<file path="src/rtl/cpu_control.sv">
`default_nettype none
// ============================================================================
//  Module      : cpu_control
//  Description : Multi-cycle control sequencer for the 16-bit CPU. Fetches
//                and decodes instructions, owns the PC, drives the ALU
//                state/op buses, register-file controls and the req/ack
//                handshakes towards instruction and data memory.
//  Revision    : 1.0 - initial release
// ============================================================================
module cpu_control #(
    parameter logic [15:0] PC_RESET = 16'h0000
) (
    input  logic        clk,
    input  logic        rst_n,
    output logic [2:0]  state,
    output logic [3:0]  alu_op,
    input  logic        compare,
    output logic [15:0] pc,
    output logic        imem_req,
    input  logic        imem_ack,
    input  logic [15:0] imem_data,
    output logic        dmem_req,
    output logic        dmem_we,
    input  logic        dmem_ack,
    output logic [3:0]  rf_raddr1,
    output logic [3:0]  rf_raddr2,
    output logic [3:0]  rf_waddr,
    output logic        rf_we,
    output logic [1:0]  wb_sel,
    output logic [15:0] imm,
    output logic        halted
);

    // Sequencer states; the encoding is visible to the ALU on the state bus.
    typedef enum logic [2:0] {
        ST_FETCH     = 3'b000,
        ST_DECODE    = 3'b001,
        ST_EXECUTE   = 3'b010,
        ST_MEMORY    = 3'b011,
        ST_WRITEBACK = 3'b100,
        ST_HALT      = 3'b101
    } state_t;

    // Opcodes outside the plain ALU range 0..8.
    localparam logic [3:0] OP_ALU_LAST = 4'd8;
    localparam logic [3:0] OP_LOAD     = 4'd9;
    localparam logic [3:0] OP_STORE    = 4'd10;
    localparam logic [3:0] OP_BEQ      = 4'd11;
    localparam logic [3:0] OP_JMP      = 4'd12;
    localparam logic [3:0] OP_LDI      = 4'd13;
    localparam logic [3:0] OP_NOP      = 4'd14;
    localparam logic [3:0] OP_HALT     = 4'd15;

    // ALU codes used for non-ALU instructions.
    localparam logic [3:0] ALU_SUB     = 4'd1;
    localparam logic [3:0] ALU_PASS_A  = 4'd7;

    // Write-back source select values.
    localparam logic [1:0] WB_ALU      = 2'd0;
    localparam logic [1:0] WB_MEM      = 2'd1;
    localparam logic [1:0] WB_IMM      = 2'd2;

    state_t      cur_state;
    logic [15:0] ir;

    // Instruction field decode.
    logic [3:0]  opcode;
    logic        is_alu;
    logic        is_load;
    logic        is_store;
    logic        is_beq;
    logic        is_jmp;
    logic        is_ldi;
    logic        is_nop;
    logic        is_halt;
    logic        is_mem;
    logic        is_rf_write;

    // Candidate next-PC values, all modulo 2^16.
    logic [15:0] pc_inc;
    logic [15:0] branch_off;
    logic [15:0] pc_branch;
    logic [15:0] pc_jump;

    assign opcode      = ir[15:12];
    assign is_alu      = (opcode <= OP_ALU_LAST);
    assign is_load     = (opcode == OP_LOAD);
    assign is_store    = (opcode == OP_STORE);
    assign is_beq      = (opcode == OP_BEQ);
    assign is_jmp      = (opcode == OP_JMP);
    assign is_ldi      = (opcode == OP_LDI);
    assign is_nop      = (opcode == OP_NOP);
    assign is_halt     = (opcode == OP_HALT);
    assign is_mem      = is_load | is_store;
    assign is_rf_write = is_alu | is_load | is_ldi;

    assign pc_inc      = pc + 16'd1;
    assign branch_off  = {{12{ir[3]}}, ir[3:0]};
    assign pc_branch   = pc_inc + branch_off;
    assign pc_jump     = {pc[15:12], ir[11:0]};

    // Sequencer: state transitions, instruction register capture and PC update.
    always_ff @(posedge clk or negedge rst_n) begin
        if (!rst_n) begin
            cur_state <= ST_FETCH;
            pc        <= PC_RESET;
            ir        <= 16'h0000;
        end else begin
            case (cur_state)
                ST_FETCH: begin
                    if (imem_ack) begin
                        ir        <= imem_data;
                        cur_state <= ST_DECODE;
                    end
                end
                ST_DECODE: begin
                    if (is_halt) begin
                        cur_state <= ST_HALT;
                    end else if (is_jmp) begin
                        pc        <= pc_jump;
                        cur_state <= ST_FETCH;
                    end else if (is_nop) begin
                        pc        <= pc_inc;
                        cur_state <= ST_FETCH;
                    end else if (is_ldi) begin
                        cur_state <= ST_WRITEBACK;
                    end else begin
                        cur_state <= ST_EXECUTE;
                    end
                end
                ST_EXECUTE: begin
                    if (is_mem) begin
                        cur_state <= ST_MEMORY;
                    end else begin
                        cur_state <= ST_WRITEBACK;
                    end
                end
                ST_MEMORY: begin
                    if (dmem_ack) begin
                        if (is_store) begin
                            // A store has nothing to write back; retire here.
                            pc        <= pc_inc;
                            cur_state <= ST_FETCH;
                        end else begin
                            cur_state <= ST_WRITEBACK;
                        end
                    end
                end
                ST_WRITEBACK: begin
                    // The ALU compare flag was registered at the end of EXECUTE.
                    if (is_beq && compare) begin
                        pc <= pc_branch;
                    end else begin
                        pc <= pc_inc;
                    end
                    cur_state <= ST_FETCH;
                end
                ST_HALT: begin
                    cur_state <= ST_HALT;
                end
                default: begin
                    cur_state <= ST_FETCH;
                end
            endcase
        end
    end

    assign state = cur_state;

    // Output decode from the current state and the instruction register.
    always_comb begin
        alu_op    = 4'd0;
        imem_req  = 1'b0;
        dmem_req  = 1'b0;
        dmem_we   = 1'b0;
        rf_we     = 1'b0;
        wb_sel    = WB_ALU;
        halted    = 1'b0;
        rf_raddr1 = ir[7:4];
        rf_raddr2 = ir[3:0];
        rf_waddr  = ir[11:8];
        imm       = {8'h00, ir[7:0]};

        // BEQ compares rd/rs1 against rs1/rs2; STORE reads its data register.
        if (is_beq) begin
            rf_raddr1 = ir[11:8];
            rf_raddr2 = ir[7:4];
        end else if (is_store) begin
            rf_raddr2 = ir[11:8];
        end

        if (is_load) begin
            wb_sel = WB_MEM;
        end else if (is_ldi) begin
            wb_sel = WB_IMM;
        end

        case (cur_state)
            ST_FETCH: begin
                imem_req = 1'b1;
            end
            ST_DECODE, ST_EXECUTE: begin
                if (is_alu) begin
                    alu_op = opcode;
                end else if (is_mem) begin
                    alu_op = ALU_PASS_A;
                end else if (is_beq) begin
                    alu_op = ALU_SUB;
                end
            end
            ST_MEMORY: begin
                dmem_req = 1'b1;
                dmem_we  = is_store;
            end
            ST_WRITEBACK: begin
                rf_we = is_rf_write;
            end
            ST_HALT: begin
                halted = 1'b1;
            end
            default: begin
                imem_req = 1'b0;
            end
        endcase
    end

endmodule
`default_nettype wire

</file>
<file path="config.mk">
export PLATFORM = sky130hd
export DESIGN_NAME = cpu_control
export DESIGN_NICKNAME = d
export VERILOG_FILES = /design/src/rtl/cpu_control.sv
export SDC_FILE = /design/constraint.sdc
export NUM_CORES = 1
export LEC_CHECK = 0
export CAP_MARGIN = 20
export CORE_MARGIN = 2
export CORE_UTILIZATION = 46
export DETAILED_ROUTE_END_ITERATION = 16
export PLACE_DENSITY_LB_ADDON = 0.25
export SLEW_MARGIN = 20
export SYNTH_ARGS = -nofsm -noshare
export SYNTH_HDL_FRONTEND = slang
export SYNTH_SLANG_ARGS = --single-unit
</file>
<file path="constraint.sdc">
create_clock -name clk -period 2.5 [get_ports clk]
set_input_delay 0.375 -clock clk [delete_from_list [all_inputs] [get_ports clk]]
set_output_delay 0.375 -clock clk [all_outputs]
set_load 0.05 [all_outputs]
</file>
==> run_results.csv <==
group,metric,value,unit
run_status,status,"finished, violations left",
run_status,violations,"negative setup slack",
clocking,cts_tree,"built",
clocking,clk_latency,0.30,ns
detailed_routing,vias_per_cell,5.73,
detailed_routing,vias,3375,
setup_path,crit_start,"pc[0]$_DFFE_PN0P_",
layout,multi_input_area,2450,um2
yosys,ys_seq_elements,35,
flow_run,drv_cap,0,
setup_path,cp_slowest_cell,"dfrtp_2",
clocking,cts_num_sinks,35,
global_route,grt_max_degree,36,
detailed_routing,drt_iter0_drc,230,
sta,worst_slack,-0.311,ns
floorplan,die_w,88.0,um
sta,rsz0062_at_grt,"yes",
yosys,syn_inst,379,
layout,area_delta_synth_final,51.0,%
detailed_routing,wire_per_inst,17.5,um
place,post_dp_cell_area,4390,um2
yosys,postSynthAreaPerCell,8.55,um2
setup_path,crit_buf_inv,1,
floorplan,dieArea,7740,um2
setup_path,critPathKind,"register to register",
detailed_routing,dr.pass1.iters,5,
setup_path,crit_path_end_kind,"register",
clocking,cts_max_level,2,
global_route,grt_pass1_vias,3349,
sta,fin_crit_sh,112,%
yosys,synth-seq-area-share,27.0,%
worst_hold_path,hold_path_class,"input port to async pin",
sta,max_freq,356,MHz
sta,finalHoldViolCount,0,
sta,slew_headroom,66.2,%
yosys,synth_edf_count,0,
setup_path,path_cells,"ha_4 -> buf_4 -> nand3_4 -> xnor2_4 -> ha_4 -> and3_1 -> a221o_1 -> a41o_1 -> xnor2_1 -> nor2_1 -> a221o_1",
setup_path,critical_path.max_stage_delay,0.45,ns
clocking,ctsLongestPathBuffers,2,
layout,seqCellArea,886,um2
global_route,antenna_found_initial,0,
clocking,cts_made_buffers,5,
detailed_routing,drtAntennaViolNets,0,
setup_path,reg2reg_from,"pc[0]$_DFFE_PN0P_",
layout,final_area,4900,um2
yosys,postSynth.asyncResetShare,100,%
setup_path,worstPathArrival,3.00,ns
sta,slew_violations,0,
yosys,ys.flop_type,"dfrtp_1",
global_route,grt.overflow.total,0,
setup_path,worstSetupEndpoint,"pc[10]$_DFFE_PN0P_",
place,place_hpwl,7.22,mm
yosys,netlist_area,3240,um2
setup_path,ff2ff_setup_slack,-0.31,ns
setup_path,r2r_cells,11,
clocking,clkTransAtPathRegs,0.08,ns
setup_path,crit_fanout,7,
floorplan,coreArea,6790,um2
detailed_routing,drc,0,
layout,n_fill_cell,490,
setup_path,crit_family,"compound AO/OA/AOI/OAI gates",
setup_path,start_kind,"register",
floorplan,initial_utilization,47.7,%
sta,worst_slew_pin_slew,0.506,ns
place,place.gp.congestion,0.914,
yosys,ys_warn_count,0,
setup_path,cp.depth,11,
setup_path,r2r_end,"pc[10]$_DFFE_PN0P_",
floorplan,die_y,88.0,um
sta,setup_viol,10,
detailed_routing,routed_wl,10.3,mm
clocking,ctsRootBufferMaster,"clkbuf_8",
sta,fin_worst_skew,0.00537,ns
setup_path,crit_required,2.69,ns
layout,drive_above_1_share,35.9,%
place,io_buffers,70,
layout,layout.nets,533,
global_route,grt_pass1_wl,15.7,mm
floorplan,fp-row-count,30,
global_route,grt_use_total,26.0,%
sta,period_minus_slack,2.81,ns
yosys,ys_types,60,
layout,antenna_cells,0,
floorplan,io_pins,79,
-- routing by layer --
layer	global-route usage, %	up-vias	wire, um
li1	-	1568	-
met1	32.8	1670	4260
met2	45.2	113	5370
met3	3.77	24	426
met4	9.09	0	280
met5	0	-	0
-- worst min-delay path by stage --
stage,cells past startpoint,from,end,slack [ns]
6_report,2,rst_n,ir[5]$_DFFE_PN0P_,0.49
5_1_grt,2,rst_n,ir[5]$_DFFE_PN0P_,0.54
4_1_cts,2,rst_n,ir[4]$_DFFE_PN0P_,0.50
3_5_place_dp,1,pc[14]$_DFFE_PN0P_,pc[14]$_DFFE_PN0P_,0.58
3_3_place_gp,1,pc[14]$_DFFE_PN0P_,pc[14]$_DFFE_PN0P_,0.57
2_1_floorplan,0,rst_n,ir[0]$_DFFE_PN0P_,0.08
-- cells in the final DEF, fill, tap and decap left out, types with 4 or more instances in the layout --
| cell | count |
|---|---|
| nand3_1 | 7 |
| xnor2_1 | 13 |
| ha_4 | 5 |
| a21oi_4 | 4 |
| a22oi_1 | 6 |
| buf_12 | 8 |
| a21oi_2 | 4 |
| nor2_1 | 24 |
| xnor2_2 | 4 |
| clkbuf_8 | 6 |
| nand2_1 | 40 |
| o21ai_0 | 15 |
| ha_1 | 13 |
| inv_1 | 10 |
| nor2_2 | 4 |
| a21oi_1 | 19 |
| buf_4 | 69 |
| dfrtp_1 | 27 |
| xor2_1 | 8 |
| dfrtp_2 | 8 |
| a21o_1 | 13 |
| mux2_2 | 16 |
| conb_1 | 8 |
| buf_6 | 6 |
| clkdlybuf4s50_1 | 53 |
| mux2i_1 | 4 |
| o21ai_2 | 5 |
| and3_1 | 5 |
| nand2b_1 | 7 |
-- repair_timing --
action	in CTS	in global routing
setup buffers	6	4
hold buffers	0	0
endpoints found under the setup margin	8	14
pin swaps	10	27
resized for setup	27	37
-- kinds of logic after synthesis --
kind of cell,share of synthesized area [%]
other,0.116
flip-flops,27.0
adder cells (fa/ha/maj),7.95
AO/OA/AOI/OAI,22.8
AND/OR/NAND/NOR,18.0
multiplexers,6.79
buffers and inverters,9.80
XOR/XNOR,7.56
-- cell usage after synthesis, types with 10 or more instances --
library cell / n / share of area [%]
nand2_1: 42 / 4.9
dfrtp_1: 35 / 27
a21oi_1: 27 / 4.2
nor2_1: 27 / 3.1
buf_4: 23 / 5.3
o21ai_0: 21 / 3.2
ha_1: 19 / 7.3
xnor2_1: 19 / 5.1
mux2_2: 16 / 5.6
a21o_1: 13 / 3.0
nand3_1: 11 / 1.7
inv_1: 10 / 1.2
-- area by class of cell --
cell class	instances	share of cell area (%)
clock buffer	6	1.69
clock inverter	2	0.332
inverter	10	0.767
multi-input combinational	302	50.1
sequential	35	18.1
tap	96	2.45
timing repair buffer	138	26.6
-- state kept, by name (all words and copies together) (netlist names) --
name and count:
ir 16, pc 16, state 3
-- stage by stage --
stage	cells	utilization, %	hold WS (ns)	worst slack [ns]	setup TNS [ns]
final	589	72.1	0.495	-0.311	-1.30
after global routing	589	72.1	0.536	-0.369	-2.44
after CTS	586	69.0	0.501	-0.122	-0.476
after detailed placement	572	64.7	0.577	-0.269	-1.19
after global placement	572	64.7	0.572	-0.217	-0.813
after floorplan	386	-	0.0794	-0.236	-1.04
Power is left out: the tool's default activity adds up to more than one toggle a clock period on the data nets, which glitch-free logic cannot reach.
